**config.mk**
```make
export PLATFORM = sky130hd
export DESIGN_NAME = multicycle_ctrl_fsm_flat
export DESIGN_NICKNAME = d
export VERILOG_FILES = /design/src/rtl/ctrl_pkg.sv /design/src/rtl/multicycle_ctrl_fsm_if.sv /design/src/rtl/ctrl_wait_timer.sv /design/src/rtl/multicycle_ctrl_fsm.sv /design/src/flat_wrapper.sv
export SDC_FILE = /design/constraint.sdc
export NUM_CORES = 1
export LEC_CHECK = 0
export CAP_MARGIN = 20
export CORE_UTILIZATION = 46
export CTS_BUF_LIST = sky130_fd_sc_hd__clkbuf_16
export CTS_CLUSTER_DIAMETER = 30
export CTS_CLUSTER_SIZE = 28
export DETAILED_ROUTE_END_ITERATION = 10
export PLACE_DENSITY = 0.77
export SYNTH_ARGS = -nofsm -noshare
export SYNTH_HDL_FRONTEND = slang
export SYNTH_SLANG_ARGS = --single-unit
```
**constraint.sdc**
```tcl
create_clock -name clk -period 2.5 [get_ports clk]
set_input_delay 0.5 -clock clk [delete_from_list [all_inputs] [get_ports clk]]
set_output_delay 0.5 -clock clk [all_outputs]
set_load 0.02 [all_outputs]
```
**src/rtl/ctrl_pkg.sv**
```systemverilog
// Shared types and encodings for the multicycle datapath controller.
package ctrl_pkg;

  typedef enum logic [3:0] {
    FETCH    = 4'd0,
    DECODE   = 4'd1,
    MEMADR   = 4'd2,
    MEMREAD  = 4'd3,
    MEMWB    = 4'd4,
    MEMWRITE = 4'd5,
    EXEC_R   = 4'd6,
    EXEC_I   = 4'd7,
    ALUWB    = 4'd8,
    BRANCH   = 4'd9,
    JAL      = 4'd10,
    JALR     = 4'd11,
    LUI      = 4'd12,
    TRAP     = 4'd13
  } state_t;

  localparam logic [6:0] OP_R      = 7'b0110011;
  localparam logic [6:0] OP_I      = 7'b0010011;
  localparam logic [6:0] OP_LOAD   = 7'b0000011;
  localparam logic [6:0] OP_STORE  = 7'b0100011;
  localparam logic [6:0] OP_BRANCH = 7'b1100011;
  localparam logic [6:0] OP_JAL    = 7'b1101111;
  localparam logic [6:0] OP_JALR   = 7'b1100111;
  localparam logic [6:0] OP_LUI    = 7'b0110111;

  localparam logic [1:0] ALU_ADD   = 2'b00;
  localparam logic [1:0] ALU_SUB   = 2'b01;
  localparam logic [1:0] ALU_FUNCT = 2'b10;
  localparam logic [1:0] ALU_PASSB = 2'b11;

  localparam logic [1:0] SRCA_PC   = 2'b00;
  localparam logic [1:0] SRCA_REG  = 2'b01;
  localparam logic [1:0] SRCA_ZERO = 2'b10;

  localparam logic [1:0] SRCB_REG  = 2'b00;
  localparam logic [1:0] SRCB_FOUR = 2'b01;
  localparam logic [1:0] SRCB_IMM  = 2'b10;
  localparam logic [1:0] SRCB_BIMM = 2'b11;

  localparam logic [1:0] PCS_ALU    = 2'b00;
  localparam logic [1:0] PCS_ALUOUT = 2'b01;
  localparam logic [1:0] PCS_JUMP   = 2'b10;

  typedef struct packed {
    logic       pc_write;
    logic       pc_write_cond;
    logic       lord;
    logic       mem_read;
    logic       mem_write;
    logic       ir_write;
    logic       mem_to_reg;
    logic [1:0] pc_source;
    logic [1:0] alu_op;
    logic [1:0] alu_src_b;
    logic [1:0] alu_src_a;
    logic       reg_write;
    logic       reg_dst;
  } ctrl_t;

  // States that wait on mem_ready and are covered by the timeout.
  function automatic logic is_mem_state(input state_t s);
    return (s == FETCH) || (s == MEMREAD) || (s == MEMWRITE);
  endfunction

endpackage

```
**src/rtl/multicycle_ctrl_fsm_if.sv**
```systemverilog
// Controller <-> datapath bundle: opcode/mem_ready in, every mux/enable out.
interface multicycle_ctrl_fsm_if;
  import ctrl_pkg::*;

  logic [6:0] opcode;
  logic       mem_ready;
  logic       PCWrite, PCWriteCond, lorD, MemRead, MemWrite, IRWrite, MemtoReg;
  logic [1:0] PCSource, ALUOp, ALUSrcB, ALUSrcA;
  logic       RegWrite, RegDst, retire, trap;
  state_t     state;

  modport master (
    input  opcode, mem_ready,
    output PCWrite, PCWriteCond, lorD, MemRead, MemWrite, IRWrite, MemtoReg,
           PCSource, ALUOp, ALUSrcB, ALUSrcA, RegWrite, RegDst, retire, trap, state
  );

  modport slave (
    output opcode, mem_ready,
    input  PCWrite, PCWriteCond, lorD, MemRead, MemWrite, IRWrite, MemtoReg,
           PCSource, ALUOp, ALUSrcB, ALUSrcA, RegWrite, RegDst, retire, trap, state
  );
endinterface

```
**src/rtl/ctrl_wait_timer.sv**
```systemverilog
// Wait-state counter for memory states; flags expiry when mem_ready never came.
module ctrl_wait_timer #(
  parameter int TIMEOUT = 16,
  parameter int TW      = 5
) (
  input  logic clk,
  input  logic reset,
  input  logic clear,
  input  logic enable,
  input  logic mem_ready,
  output logic expired
);
  localparam logic [TW-1:0] LIMIT = TW'(TIMEOUT);

  logic [TW-1:0] cnt;

  // Saturates so a disabled timeout never wraps back through LIMIT.
  always_ff @(posedge clk or negedge reset) begin
    if (!reset)                   cnt <= '0;
    else if (clear)               cnt <= '0;
    else if (enable && cnt != '1) cnt <= cnt + TW'(1);
  end

  assign expired = (TIMEOUT != 0) && (cnt == LIMIT) && !mem_ready;
endmodule

```
**src/rtl/multicycle_ctrl_fsm.sv**
```systemverilog
// Moore controller for the shared-memory multicycle RV32 datapath.
module multicycle_ctrl_fsm
  import ctrl_pkg::*;
#(
  parameter int MEM_HANDSHAKE = 1,
  parameter int TIMEOUT       = 16,
  parameter int TW            = 5
) (
  input logic                  clk,
  input logic                  reset,
  multicycle_ctrl_fsm_if.master bus
);
  state_t st, nxt;
  logic   rdy, expired, trap_q;
  ctrl_t  c;

  assign rdy = (MEM_HANDSHAKE != 0) ? bus.mem_ready : 1'b1;

  ctrl_wait_timer #(.TIMEOUT(TIMEOUT), .TW(TW)) u_timer (
    .clk      (clk),
    .reset    (reset),
    .clear    (nxt != st),
    .enable   (is_mem_state(st)),
    .mem_ready(rdy),
    .expired  (expired)
  );

  always_comb begin
    nxt = st;
    case (st)
      FETCH:    if (rdy) nxt = DECODE;   else if (expired) nxt = TRAP;
      DECODE: begin
        case (bus.opcode)
          OP_R:               nxt = EXEC_R;
          OP_I:               nxt = EXEC_I;
          OP_LOAD, OP_STORE:  nxt = MEMADR;
          OP_BRANCH:          nxt = BRANCH;
          OP_JAL:             nxt = JAL;
          OP_JALR:            nxt = JALR;
          OP_LUI:             nxt = LUI;
          default:            nxt = TRAP;
        endcase
      end
      MEMADR:   nxt = (bus.opcode == OP_LOAD) ? MEMREAD : MEMWRITE;
      MEMREAD:  if (rdy) nxt = MEMWB;    else if (expired) nxt = TRAP;
      MEMWRITE: if (rdy) nxt = FETCH;    else if (expired) nxt = TRAP;
      EXEC_R, EXEC_I, LUI:              nxt = ALUWB;
      ALUWB, MEMWB, BRANCH, JAL, JALR:  nxt = FETCH;
      TRAP:     nxt = TRAP;
      default:  nxt = TRAP;
    endcase
  end

  always_ff @(posedge clk or negedge reset) begin
    if (!reset) begin
      st     <= FETCH;
      trap_q <= 1'b0;
    end else begin
      st <= nxt;
      if (nxt == TRAP) trap_q <= 1'b1;
    end
  end

  // Only FETCH looks at mem_ready; every other control is a pure state decode.
  always_comb begin
    c = '0;
    case (st)
      FETCH: begin
        c.mem_read  = 1'b1;
        c.ir_write  = rdy;
        c.pc_write  = rdy;
        c.alu_src_b = SRCB_FOUR;
        c.alu_op    = ALU_ADD;
        c.alu_src_a = SRCA_PC;
        c.pc_source = PCS_ALU;
      end
      DECODE: begin
        c.alu_src_b = SRCB_BIMM;
        c.alu_src_a = SRCA_PC;
        c.alu_op    = ALU_ADD;
      end
      MEMADR: begin
        c.alu_src_a = SRCA_REG;
        c.alu_src_b = SRCB_IMM;
        c.alu_op    = ALU_ADD;
      end
      MEMREAD: begin
        c.lord     = 1'b1;
        c.mem_read = 1'b1;
      end
      MEMWB: begin
        c.mem_to_reg = 1'b1;
        c.reg_write  = 1'b1;
      end
      MEMWRITE: begin
        c.lord      = 1'b1;
        c.mem_write = 1'b1;
      end
      EXEC_R: begin
        c.alu_src_a = SRCA_REG;
        c.alu_src_b = SRCB_REG;
        c.alu_op    = ALU_FUNCT;
      end
      EXEC_I: begin
        c.alu_src_a = SRCA_REG;
        c.alu_src_b = SRCB_IMM;
        c.alu_op    = ALU_FUNCT;
      end
      ALUWB: begin
        c.reg_write = 1'b1;
        c.reg_dst   = 1'b1;
      end
      BRANCH: begin
        c.pc_write_cond = 1'b1;
        c.pc_source     = PCS_ALUOUT;
        c.alu_op        = ALU_SUB;
        c.alu_src_a     = SRCA_REG;
        c.alu_src_b     = SRCB_REG;
      end
      JAL: begin
        c.pc_write  = 1'b1;
        c.pc_source = PCS_JUMP;
        c.reg_write = 1'b1;
        c.reg_dst   = 1'b1;
        c.alu_src_a = SRCA_PC;
        c.alu_src_b = SRCB_FOUR;
      end
      JALR: begin
        c.pc_write  = 1'b1;
        c.pc_source = PCS_ALU;
        c.alu_src_a = SRCA_REG;
        c.alu_src_b = SRCB_IMM;
        c.alu_op    = ALU_ADD;
        c.reg_write = 1'b1;
        c.reg_dst   = 1'b1;
      end
      LUI: begin
        c.alu_src_a = SRCA_ZERO;
        c.alu_src_b = SRCB_IMM;
        c.alu_op    = ALU_PASSB;
      end
      default: c = '0;
    endcase
  end

  assign bus.PCWrite     = c.pc_write;
  assign bus.PCWriteCond = c.pc_write_cond;
  assign bus.lorD        = c.lord;
  assign bus.MemRead     = c.mem_read;
  assign bus.MemWrite    = c.mem_write;
  assign bus.IRWrite     = c.ir_write;
  assign bus.MemtoReg    = c.mem_to_reg;
  assign bus.PCSource    = c.pc_source;
  assign bus.ALUOp       = c.alu_op;
  assign bus.ALUSrcB     = c.alu_src_b;
  assign bus.ALUSrcA     = c.alu_src_a;
  assign bus.RegWrite    = c.reg_write;
  assign bus.RegDst      = c.reg_dst;
  assign bus.state       = st;
  assign bus.trap        = trap_q;
  assign bus.retire      = (st == ALUWB) || (st == MEMWB) || (st == BRANCH) ||
                           (st == JAL) || (st == JALR) || ((st == MEMWRITE) && rdy);
endmodule

```
**src/flat_wrapper.sv**
```systemverilog
// flat-port wrapper written by rule: the top's interface ports become plain ports
module multicycle_ctrl_fsm_flat import ctrl_pkg::*;
#(
  parameter int MEM_HANDSHAKE = 1,
  parameter int TIMEOUT       = 16,
  parameter int TW            = 5
)
  (clk, reset, bus_opcode, bus_mem_ready, bus_PCWrite, bus_PCWriteCond, bus_lorD, bus_MemRead, bus_MemWrite, bus_IRWrite, bus_MemtoReg, bus_PCSource, bus_ALUOp, bus_ALUSrcB, bus_ALUSrcA, bus_RegWrite, bus_RegDst, bus_retire, bus_trap, bus_state);
  multicycle_ctrl_fsm_if bus_i ();
  input logic clk;
  input logic reset;
  input wire logic [$bits(bus_i.opcode)-1:0] bus_opcode;
  input wire logic [$bits(bus_i.mem_ready)-1:0] bus_mem_ready;
  output wire logic [$bits(bus_i.PCWrite)-1:0] bus_PCWrite;
  output wire logic [$bits(bus_i.PCWriteCond)-1:0] bus_PCWriteCond;
  output wire logic [$bits(bus_i.lorD)-1:0] bus_lorD;
  output wire logic [$bits(bus_i.MemRead)-1:0] bus_MemRead;
  output wire logic [$bits(bus_i.MemWrite)-1:0] bus_MemWrite;
  output wire logic [$bits(bus_i.IRWrite)-1:0] bus_IRWrite;
  output wire logic [$bits(bus_i.MemtoReg)-1:0] bus_MemtoReg;
  output wire logic [$bits(bus_i.PCSource)-1:0] bus_PCSource;
  output wire logic [$bits(bus_i.ALUOp)-1:0] bus_ALUOp;
  output wire logic [$bits(bus_i.ALUSrcB)-1:0] bus_ALUSrcB;
  output wire logic [$bits(bus_i.ALUSrcA)-1:0] bus_ALUSrcA;
  output wire logic [$bits(bus_i.RegWrite)-1:0] bus_RegWrite;
  output wire logic [$bits(bus_i.RegDst)-1:0] bus_RegDst;
  output wire logic [$bits(bus_i.retire)-1:0] bus_retire;
  output wire logic [$bits(bus_i.trap)-1:0] bus_trap;
  output wire logic [$bits(bus_i.state)-1:0] bus_state;
  assign bus_i.opcode = bus_opcode;
  assign bus_i.mem_ready = bus_mem_ready;
  assign bus_PCWrite = bus_i.PCWrite;
  assign bus_PCWriteCond = bus_i.PCWriteCond;
  assign bus_lorD = bus_i.lorD;
  assign bus_MemRead = bus_i.MemRead;
  assign bus_MemWrite = bus_i.MemWrite;
  assign bus_IRWrite = bus_i.IRWrite;
  assign bus_MemtoReg = bus_i.MemtoReg;
  assign bus_PCSource = bus_i.PCSource;
  assign bus_ALUOp = bus_i.ALUOp;
  assign bus_ALUSrcB = bus_i.ALUSrcB;
  assign bus_ALUSrcA = bus_i.ALUSrcA;
  assign bus_RegWrite = bus_i.RegWrite;
  assign bus_RegDst = bus_i.RegDst;
  assign bus_retire = bus_i.retire;
  assign bus_trap = bus_i.trap;
  assign bus_state = bus_i.state;
  multicycle_ctrl_fsm #(.MEM_HANDSHAKE(MEM_HANDSHAKE), .TIMEOUT(TIMEOUT), .TW(TW)) u_core (.clk(clk), .reset(reset), .bus(bus_i));
endmodule
```
* Yosys cells after proc, flatten, opt, wreduce, memory -nomap -nowiden *
Cells that the tools add are included.

storage, ports and cells
  bits in registers = 10
  output and inout port bits = 23
  word-level logic and storage cells = 74

operators by class
  $add $sub $neg = 1
  eq/ne operators = 24
  multiplexer cells = 21
  reduce and logical (&&, ||, !) cells = 25

operators with widths
  operator                                       count
  one-hot mux 4 bit (7 select lines)             2
  == test 4 bit, second input constant           6
  == test 7 x 6 -> 1 bit, second input constant  3
  == test 7 bit, second input constant           3
  one-hot mux 4 bit (5 select lines)             1
  == test 4 x 3 -> 1 bit, second input constant  4
  two-way mux 4 bit                              4
  OR reduction 2 bit                             7
  two-way mux 5 bit                              2
  OR reduction 3 bit                             3
  == test 4 x 2 -> 1 bit, second input constant  2
  two-way mux 1 bit                              8
  == test 7 x 2 -> 1 bit, second input constant  1
  == test 7 x 5 -> 1 bit, second input constant  1
  logical OR 1 bit                               7
  one-hot mux 2 bit (3 select lines)             1
  adder 5 x 1 -> 5 bit, second input constant    1
  == test 5 bit, second input constant           1
  inequality test 5 bit, second input constant   1
  OR reduction 5 bit                             1
  == test 4 x 1 -> 1 bit, second input constant  1
  logical NOT 4 bit                              1
  inequality test 4 bit                          1
  one-hot mux 2 bit (2 select lines)             1
  6 further kinds                                8

* Depth between registers and ports, before layout *
Gate-level depths: netlist (run 1).

  depth after elaboration = 7
  gate-level depth with buffers = 8
  depth with buffers taken out = 8

* By module *
Synthesis (run 1) repeated with hierarchy kept, for this count alone.

unflattened totals
  cell total of the unflattened synthesis = 127
  area, all modules = 1002.2 µm²

by module, submodules not included
  module               instances  cells an instance  area an instance (µm²)  seq. area each (µm²)
  multicycle_ctrl_fsm  1          99                 699.4                   125.1
  ctrl_wait_timer      1          28                 302.8                   125.1

* Worst setup path before layout (run 1) *
Ideal clock, no wire load.

  path kind = reg2out
  start = register u_core.st[3] (netlist: u_core.bus.state[3])
  end = output bus_PCWrite
  arrival time = 1.786 ns
  data required time = 2.000 ns
  path slack = 0.214 ns
  cell stages (with the launch flop) = 5
  buffers on the path = 1
  path through = dfrtp_1 -> buf_4 -> or2_2 -> nor3_1 -> o21bai_1

between the ends
  longest elaborated chain between the ends = 3
  elaborated cells between the ends (all ways) = 5

RTL lines
  item                                    line                       text
  from (decl)                             multicycle_ctrl_fsm.sv:13  state_t st, nxt;
  from (signal assigned)                  multicycle_ctrl_fsm.sv:59  st <= nxt;
  == test 4 bit                           multicycle_ctrl_fsm.sv:67  case (st)
  OR reduction 2 bit (no line)            -
  one-hot mux 1 bit (2 select lines) (*)  multicycle_ctrl_fsm.sv:67
  to (decl)                               flat_wrapper.sv:14         output wire logic [$bits(bus_i.PCWrite)-1:0] bus_PCWrite;

Every way passes the cells marked *; elsewhere a longest branch is shown, timed or not.

* Final worst setup path (run 1) *
  start = input bus_mem_ready
  end = output bus_IRWrite

between the ends
  longest elaborated chain between the ends = 1

RTL lines
  item               line                       text
  from (decl)        flat_wrapper.sv:13         input wire logic [$bits(bus_i.mem_ready)-1:0] bus_mem_ready;
  two-way mux 1 bit  multicycle_ctrl_fsm.sv:67
  to (decl)          flat_wrapper.sv:19         output wire logic [$bits(bus_i.IRWrite)-1:0] bus_IRWrite;

No other way between the ends.

==> impl_results.md, run 1 <==
* Number of antenna violations at the first check in global routing at 0
* Placed insts at 204
* CTS tree: built
* Largest area contributor in the synthesized netlist: sky130_fd_sc_hd__dfrtp_1
* Core region area at 2062 um^2
* Number of nets at the end of the flow at 199
* Via count at 1185
* Maximum vdd ir drop at 0.0009811 V
* Leakage power total at 0.7218 nW
* CP Launch Type: input pin
* Worst slew margin relative to its limit at 71.16%
* Crit path cell chain: clkdlybuf4s50_1, inv_1, nor3_1, clkdlybuf4s50_1
* Final WS setup at 111.2 ps
* Total congestion overflow after global routing at 0
* Clock Skew at 2.124 ps
* Biggest area contributors in the synthesized netlist: sky130_fd_sc_hd__dfrtp_1 24%, sky130_fd_sc_hd__nor2_1 7.5%, sky130_fd_sc_hd__a21oi_1 4.3%
* Endpoint of the worst hold path: u_core.bus.trap$_DFFE_PN0N_
* Register-to-register path setup slack at 460 ps
* Start-to-end type of the worst setup path: input pin to primary output
* Pin slew with the least headroom to its limit at 431.3 ps
* TritonCTS buffer count at 3
* Vias in the first global route at 1049
* Peak fanout along the critical path at 2
* Hold path cells at 1
* Number of top-level pins at 33
* Die area at 2494 um^2
* Total wire length at 2868 um
* Clock latency on the worst-skew pair at 230 ps
* Worst Hold Launch: u_core.bus.trap$_DFFE_PN0N_
* Result of the run: finished clean
* Critical path required time at 2000 ps
* Largest stage delay, worst path at 640 ps
* CP delay by family, top: buffers and inverters
* Minimum clock period at 2389 ps
* Wire per inst at 13.59 um
* End of the worst register-to-register path: u_core.u_timer.cnt[0]$_DFFE_PN0P_
* Reg clk slew, reported paths at 40 ps
* Proportion of synthesized flip-flops having asynchronous set or reset at 100.0%
* Dpl ws at -9.598 ps
* Arrival time of the worst setup path at 1890 ps
* Prevailing post-synth register cell: sky130_fd_sc_hd__dfrtp_1
* Clk root buf: sky130_fd_sc_hd__clkbuf_16
* Synth Area per Inst at 7.552 um^2
* Cell mode on critical path: sky130_fd_sc_hd__clkdlybuf4s50_1
* Largest net degree at the start of global routing at 17
* Number of detailed-route iterations in the first pass at 4
* Post-detailed-route count of antenna-violating nets at 0
* Final max-slew violation count at 0
* Number of buffers and inverters on the critical path at 3
* Aggregate global-route resource usage at 25.24%
* Total number of yosys warnings at 0
* Number of setup violations in the final report at 0
* DRC violation total after the first TritonRoute iteration at 46
* Drc violations at 0
* Worst reg-to-reg path cell count at 8
* CP max stage cell: sky130_fd_sc_hd__clkdlybuf4s50_1
* Site Rows at 16
* CTS H-tree lvls at 1
* Detail Placement HPWL at 2190 um
* I/O Buffers at 32
* Drt via density at 5.616
* Critical path endpoint category: primary output
* Reg-to-Reg Start: u_core.u_timer.cnt[0]$_DFFE_PN0P_
* Synthesis-stage register bit count at 10
* Period Utilization, post-route at 95.55%
* Max Cap Viol at 0
* CTS Hold Bufs at 0
* Hold/Removal Path Class: register to register
* Number of cells in the finished layout apart from fillers at 211
* Fraction of layout instances using a drive strength above 1 at 18.48%
* Wire length of the first global-routing pass at 4878 um
* Summed instance area of the synthesized netlist at 1057 um^2
* Total power divided by cell area at 1230 nW/um^2
* Inserted Diodes at 0
* Die X-Extent at 49.94 um
* Area share of the leading cell type in the synthesized netlist at 23.67%
* CTS Sinks at 10
* Worst hold margin at 469.7 ps
* Starting density of the core at 51.27%
* Highest clock rate at 0.4186 GHz
* Hold violation total from the final report at 0
* Area delta synth->final at 48.64%
* Portion of the post-synthesis area used by sequential elements at 23.67%
* Unrepaired setup endpoints after global routing: no
* Number of buffers between clock root and the deepest sink at 2
* Final weighted congestion in routability-driven placement at 0.9784
* Number of enable flip-flop cells after synthesis at 0
* Post-synthesis net count at 153
* Mapped Cells at 140
* Cell variety after synth at 46
* Die height at 49.94 um
-- cell type report --
cell class | count | area (um^2)
clock buffers | 3 | 75.07
fillers | 169 | 490.5
inverters | 8 | 30.03
multi-input cells | 114 | 724.4
flip-flops and latches | 10 | 252.7
well taps | 27 | 33.78
repair buffers | 49 | 455.4
-- worst max-delay path by stage --
stage | from | end | slack, ps | cells past startpoint
after floorplan | u_core.bus.state[3]$_DFF_PN0_ | bus_PCWrite | 210 | 4
after global placement | bus_mem_ready | bus_PCWrite | -10 | 5
after detailed placement | bus_mem_ready | bus_PCWrite | -10 | 5
after CTS | bus_mem_ready | bus_retire | 30 | 5
after global routing | bus_mem_ready | bus_IRWrite | 20 | 4
final | bus_mem_ready | bus_IRWrite | 110 | 4
-- what timing repair did --
action,CTS,global route
endpoints found under the setup margin,5,4
buffers inserted,0,4
cloned,0,0
resized for setup,4,4
-- cell usage in the layout, fill, tap and decap left out, types with 4 or more instances in the layout --
cell type and n:
sky130_fd_sc_hd__nor2b_1 5, sky130_fd_sc_hd__dlymetal6s2s_1 4, sky130_fd_sc_hd__a21oi_1 9, sky130_fd_sc_hd__nand2_1 12, sky130_fd_sc_hd__buf_4 17, sky130_fd_sc_hd__inv_1 7, sky130_fd_sc_hd__o21ai_0 7, sky130_fd_sc_hd__clkdlybuf4s50_1 26
sky130_fd_sc_hd__nor3_1 9, sky130_fd_sc_hd__dfrtp_1 8, sky130_fd_sc_hd__nor2_1 21, sky130_fd_sc_hd__o22ai_1 4
-- sequential cells by signal, indices dropped and copies added, names as in the netlist --
signal / count
u_core.u_timer.cnt: 5
u_core.bus.state: 4
u_core.bus.trap: 1
-- synth_stat cells, drive strengths merged (3+ instances only) --
| master | instances |
|---|---|
| nand2b | 3 |
| nor3 | 9 |
| dfrtp | 10 |
| nand2 | 13 |
| nand3 | 4 |
| nor2 | 22 |
| nand4 | 3 |
| buf | 8 |
| a21oi | 9 |
| ha | 3 |
| xor2 | 3 |
| inv | 7 |
| nor2b | 5 |
| o21ai | 9 |
| o22ai | 4 |
| a31oi | 3 |
-- routing by layer --
layer  GRT usage (%)  vias up  share of wire [%]
li1                -      589                  -
met1           36.29      558                 46
met2           41.22       38                 47
met3           4.012        0                6.0
met4           1.429        0                  0
met5               0        -                  0
-- cell families after synthesis --
logic type      after synthesis  synth area share, %
simple gates                 67                35.62
compound gates               36                21.89
buf+inv                      16                7.810
flops                        10                23.67
xor+xnor                      5                4.143
mux                           3                3.313
fa+ha+maj                     3                3.551
-- power by group --
part | leakage [nW] | total, mW | switching (mW) | internal [mW]
sequential | 0.128 | 0.280 | 0.0742 | 0.206
clock | 0.0370 | 0.269 | 0.0627 | 0.206
combinational | 0.557 | 1.38 | 0.737 | 0.647
total | 0.722 | 1.93 | 0.874 | 1.06
-- metrics by stage --
stage | setup TNS, ps | area (um^2) | util (%) | total power, mW
global placement | -13.74 | 1456 | 70.63 | 1.589
CTS | 0 | 1531 | 74.27 | 1.893
detailed placement | -9.598 | 1456 | 70.63 | 1.618
floorplan | 0 | 1057 | - | 1.131
global route | 0 | 1572 | 76.21 | 2.074
finish | 0 | 1572 | 76.21 | 1.934
(Power assumes the default switching activity.)
==> inputs of run 2 (changes only) <==
- clock period: 2.5 -> 2.7 ns (I/O delays scaled with it)
==> run 2 against run 1 <==
  * First-iteration DRC count rose by 4.3%
  * Sequential power fell by 16%
  * Combinational power fell by 10%
  * Clock power fell by 6%
  * Sequential share of layout area rose by 0.64 points
  * Via count fell by 0.59%
  * Non-clock buffer count fell by 9
  * Final area fell by 4.8%
==> impl_results.md, run 2 (synthesized netlist as in run 1, its figures left out) <==
* Total wire length at 2992 um (+4.3%)
* Arrival time of the worst setup path at 2000 ps (+110 ps)
* Pin slew with the least headroom to its limit at 427.2 ps (-4.043 ps)
* Number of antenna violations at the first check in global routing at 0 (unchanged)
* Inserted Diodes at 0 (unchanged)
* CTS tree: built
* Peak fanout along the critical path at 5 (+3)
* Aggregate global-route resource usage at 25.56% (+0.32 points)
* Die height at 49.94 um (unchanged)
* DRC violation total after the first TritonRoute iteration at 48 (+4.3%)
* Starting density of the core at 51.27% (unchanged)
* Critical path endpoint category: primary output
* Die area at 2494 um^2 (unchanged)
* Post-layout instance area at 1496 um^2 (-4.8%)
* Leakage power total at 0.6334 nW (-12%)
* Fraction of layout instances using a drive strength above 1 at 13.14% (-5.3 points)
* Number of top-level pins at 33 (unchanged)
* Placed insts at 199 (-2.5%)
* Number of setup violations in the final report at 0 (unchanged)
* Hold violation total from the final report at 0 (unchanged)
* Max Cap Viol at 0 (unchanged)
* Crit path cell chain: nor2_1, nor2_1, a311o_1, o21ai_0, clkdlybuf4s50_1
* Clock latency on the worst-skew pair at 230 ps (about the same)
* Clock Skew at 1.357 ps (-0.7669 ps)
* Cell mode on critical path: sky130_fd_sc_hd__nor2_1
* Die X-Extent at 49.94 um (unchanged)
* I/O Buffers at 32 (unchanged)
* Site Rows at 16 (unchanged)
* Final max-slew violation count at 0 (unchanged)
* Critical path required time at 2160 ps (+160 ps)
* Unrepaired setup endpoints after global routing: no
* Drc violations at 0 (unchanged)
* Minimum clock period at 2536 ps
* Reg clk slew, reported paths at 40 ps (about the same)
* Maximum vdd ir drop at 0.0008189 V (-17%)
* Number of detailed-route iterations in the first pass at 4 (unchanged)
* Detail Placement HPWL at 2210 um (+0.91%)
* Number of cells in the finished layout apart from fillers at 202 (-4.3%)
* Largest stage delay, worst path at 630 ps (about the same)
* Area delta synth->final at 41.54%
* Number of buffers between clock root and the deepest sink at 2 (unchanged)
* Largest register FFs at 5 (unchanged)
* Core region area at 2062 um^2 (unchanged)
* CP Launch Type: register
* Vias in the first global route at 1050 (+0.095%)
* Clk root buf: sky130_fd_sc_hd__clkbuf_16
* Wire length of the first global-routing pass at 4919 um (+0.84%)
* CTS Sinks at 10 (unchanged)
* Largest net degree at the start of global routing at 17 (unchanged)
* Filler cells at 163 (-3.6%)
* Highest clock rate at 0.3943 GHz
* Leading cell type in the layout, fill and taps excluded: sky130_fd_sc_hd__clkdlybuf4s50_1
* Drt via density at 5.832 (+3.8%)
* Instance area after placement at 1419 um^2 (-2.6%)
* Setup total negative slack at 0 ps (unchanged)
* CTS H-tree lvls at 1 (unchanged)
* Number of nets at the end of the flow at 190 (-4.5%)
* Total power divided by cell area at 1155 nW/um^2 (-6.2%)
* Hold/Removal Path Class: register to register
* CP max stage cell: sky130_fd_sc_hd__clkdlybuf4s50_1
* Post-detailed-route count of antenna-violating nets at 0 (unchanged)
* Commonest non-fill, non-tap cells in the layout: 31 x sky130_fd_sc_hd__clkdlybuf4s50_1, 21 x sky130_fd_sc_hd__nor2_1, 12 x sky130_fd_sc_hd__nand2_1
* Final weighted congestion in routability-driven placement at 0.9039 (-7.6%)
* Via count at 1178 (-0.59%)
* Start-to-end type of the worst setup path: register to primary output
* Worst slew margin relative to its limit at 71.43% (+0.27 points)
* Register with the most flip-flops: u_core.u_timer.cnt
* Result of the run: finished clean
* Period Utilization, post-route at 93.93%
* Total congestion overflow after global routing at 0 (unchanged)
* TritonCTS buffer count at 3 (unchanged)
* Wire per inst at 14.81 um (+9.0%)
[run 2: changes by cell type in the layout (fill, tap and decap cells not counted), sizes merged]
cell and delta:
dlymetal6s2s -3, dlygate4sd2 -2, clkdlybuf4s50 +5, buf -9
[run 2: per-stage QoR]
stage	power, mW	hold slack [ps]	setup WS (ps)	util [%]
floorplan	1.047	244.4	374.4	-
global route	1.845	505.7	80.71	72.57
detailed placement	1.453	453.9	81.42	68.81
global placement	1.440	461.8	82.92	68.81
CTS	1.721	481.8	68.63	72.45
finish	1.728	475.2	163.9	72.57
[run 2: per-layer routing]
layer | up-vias | track usage (%) | share of wire (%)
met5 | - | 0 | 0
met4 | 0 | 3.810 | 1.5
li1 | 572 | - | -
met2 | 47 | 42.79 | 48
met1 | 553 | 34.78 | 44
met3 | 6 | 4.321 | 6.9
[run 2: area by class of cell]
type	instances	area, um^2	share of cell area (%)
tap	27	33.78	2.258
multi-input combinational	114	724.4	48.41
inverter	8	30.03	2.007
clock buffer	3	75.07	5.017
sequential	10	250.2	16.72
timing repair buffer	40	382.9	25.59
[run 2: power breakdown]
| part | leakage, nW | switching [mW] | internal (mW) |
|---|---|---|---|
| Combinational | 0.466 | 0.686 | 0.553 |
| Sequential | 0.130 | 0.0471 | 0.188 |
| Clock | 0.0370 | 0.0626 | 0.191 |
| Total | 0.633 | 0.796 | 0.932 |
[run 2: worst max-delay path: cells and delay by family (launching register included)]
kind                   cells  cell delay (ps)
buffers and inverters      1              630
flip-flops                 1              420
AO/OA/AOI/OAI              2              390
AND/OR/NAND/NOR            2              330
[run 2: final timing paths]
check | startpoint | end | slack [ps] | depth (start not counted)
min in group asynchronous | reset | u_core.u_timer.cnt[3]$_DFFE_PN0P_ | 610 | 1
setup reg to reg | u_core.u_timer.cnt[0]$_DFFE_PN0P_ | u_core.u_timer.cnt[3]$_DFFE_PN0P_ | 670 | 8
max in group asynchronous | reset | u_core.bus.state[3]$_DFF_PN0_ | 1790 | 1
hold reg to reg | u_core.bus.trap$_DFFE_PN0N_ | u_core.bus.trap$_DFFE_PN0N_ | 480 | 1
setup / recovery | u_core.bus.state[2]$_DFF_PN0_ | bus_ALUSrcB[1] | 160 | 5
hold / removal | u_core.bus.trap$_DFFE_PN0N_ | u_core.bus.trap$_DFFE_PN0N_ | 480 | 1
[run 2: repair_timing]
action / CTS / global route
buffers inserted: 0 / 0
resized for setup: 0 / 1
setup endpoints to repair: 0 / 1
hold buffers: 0 / 0
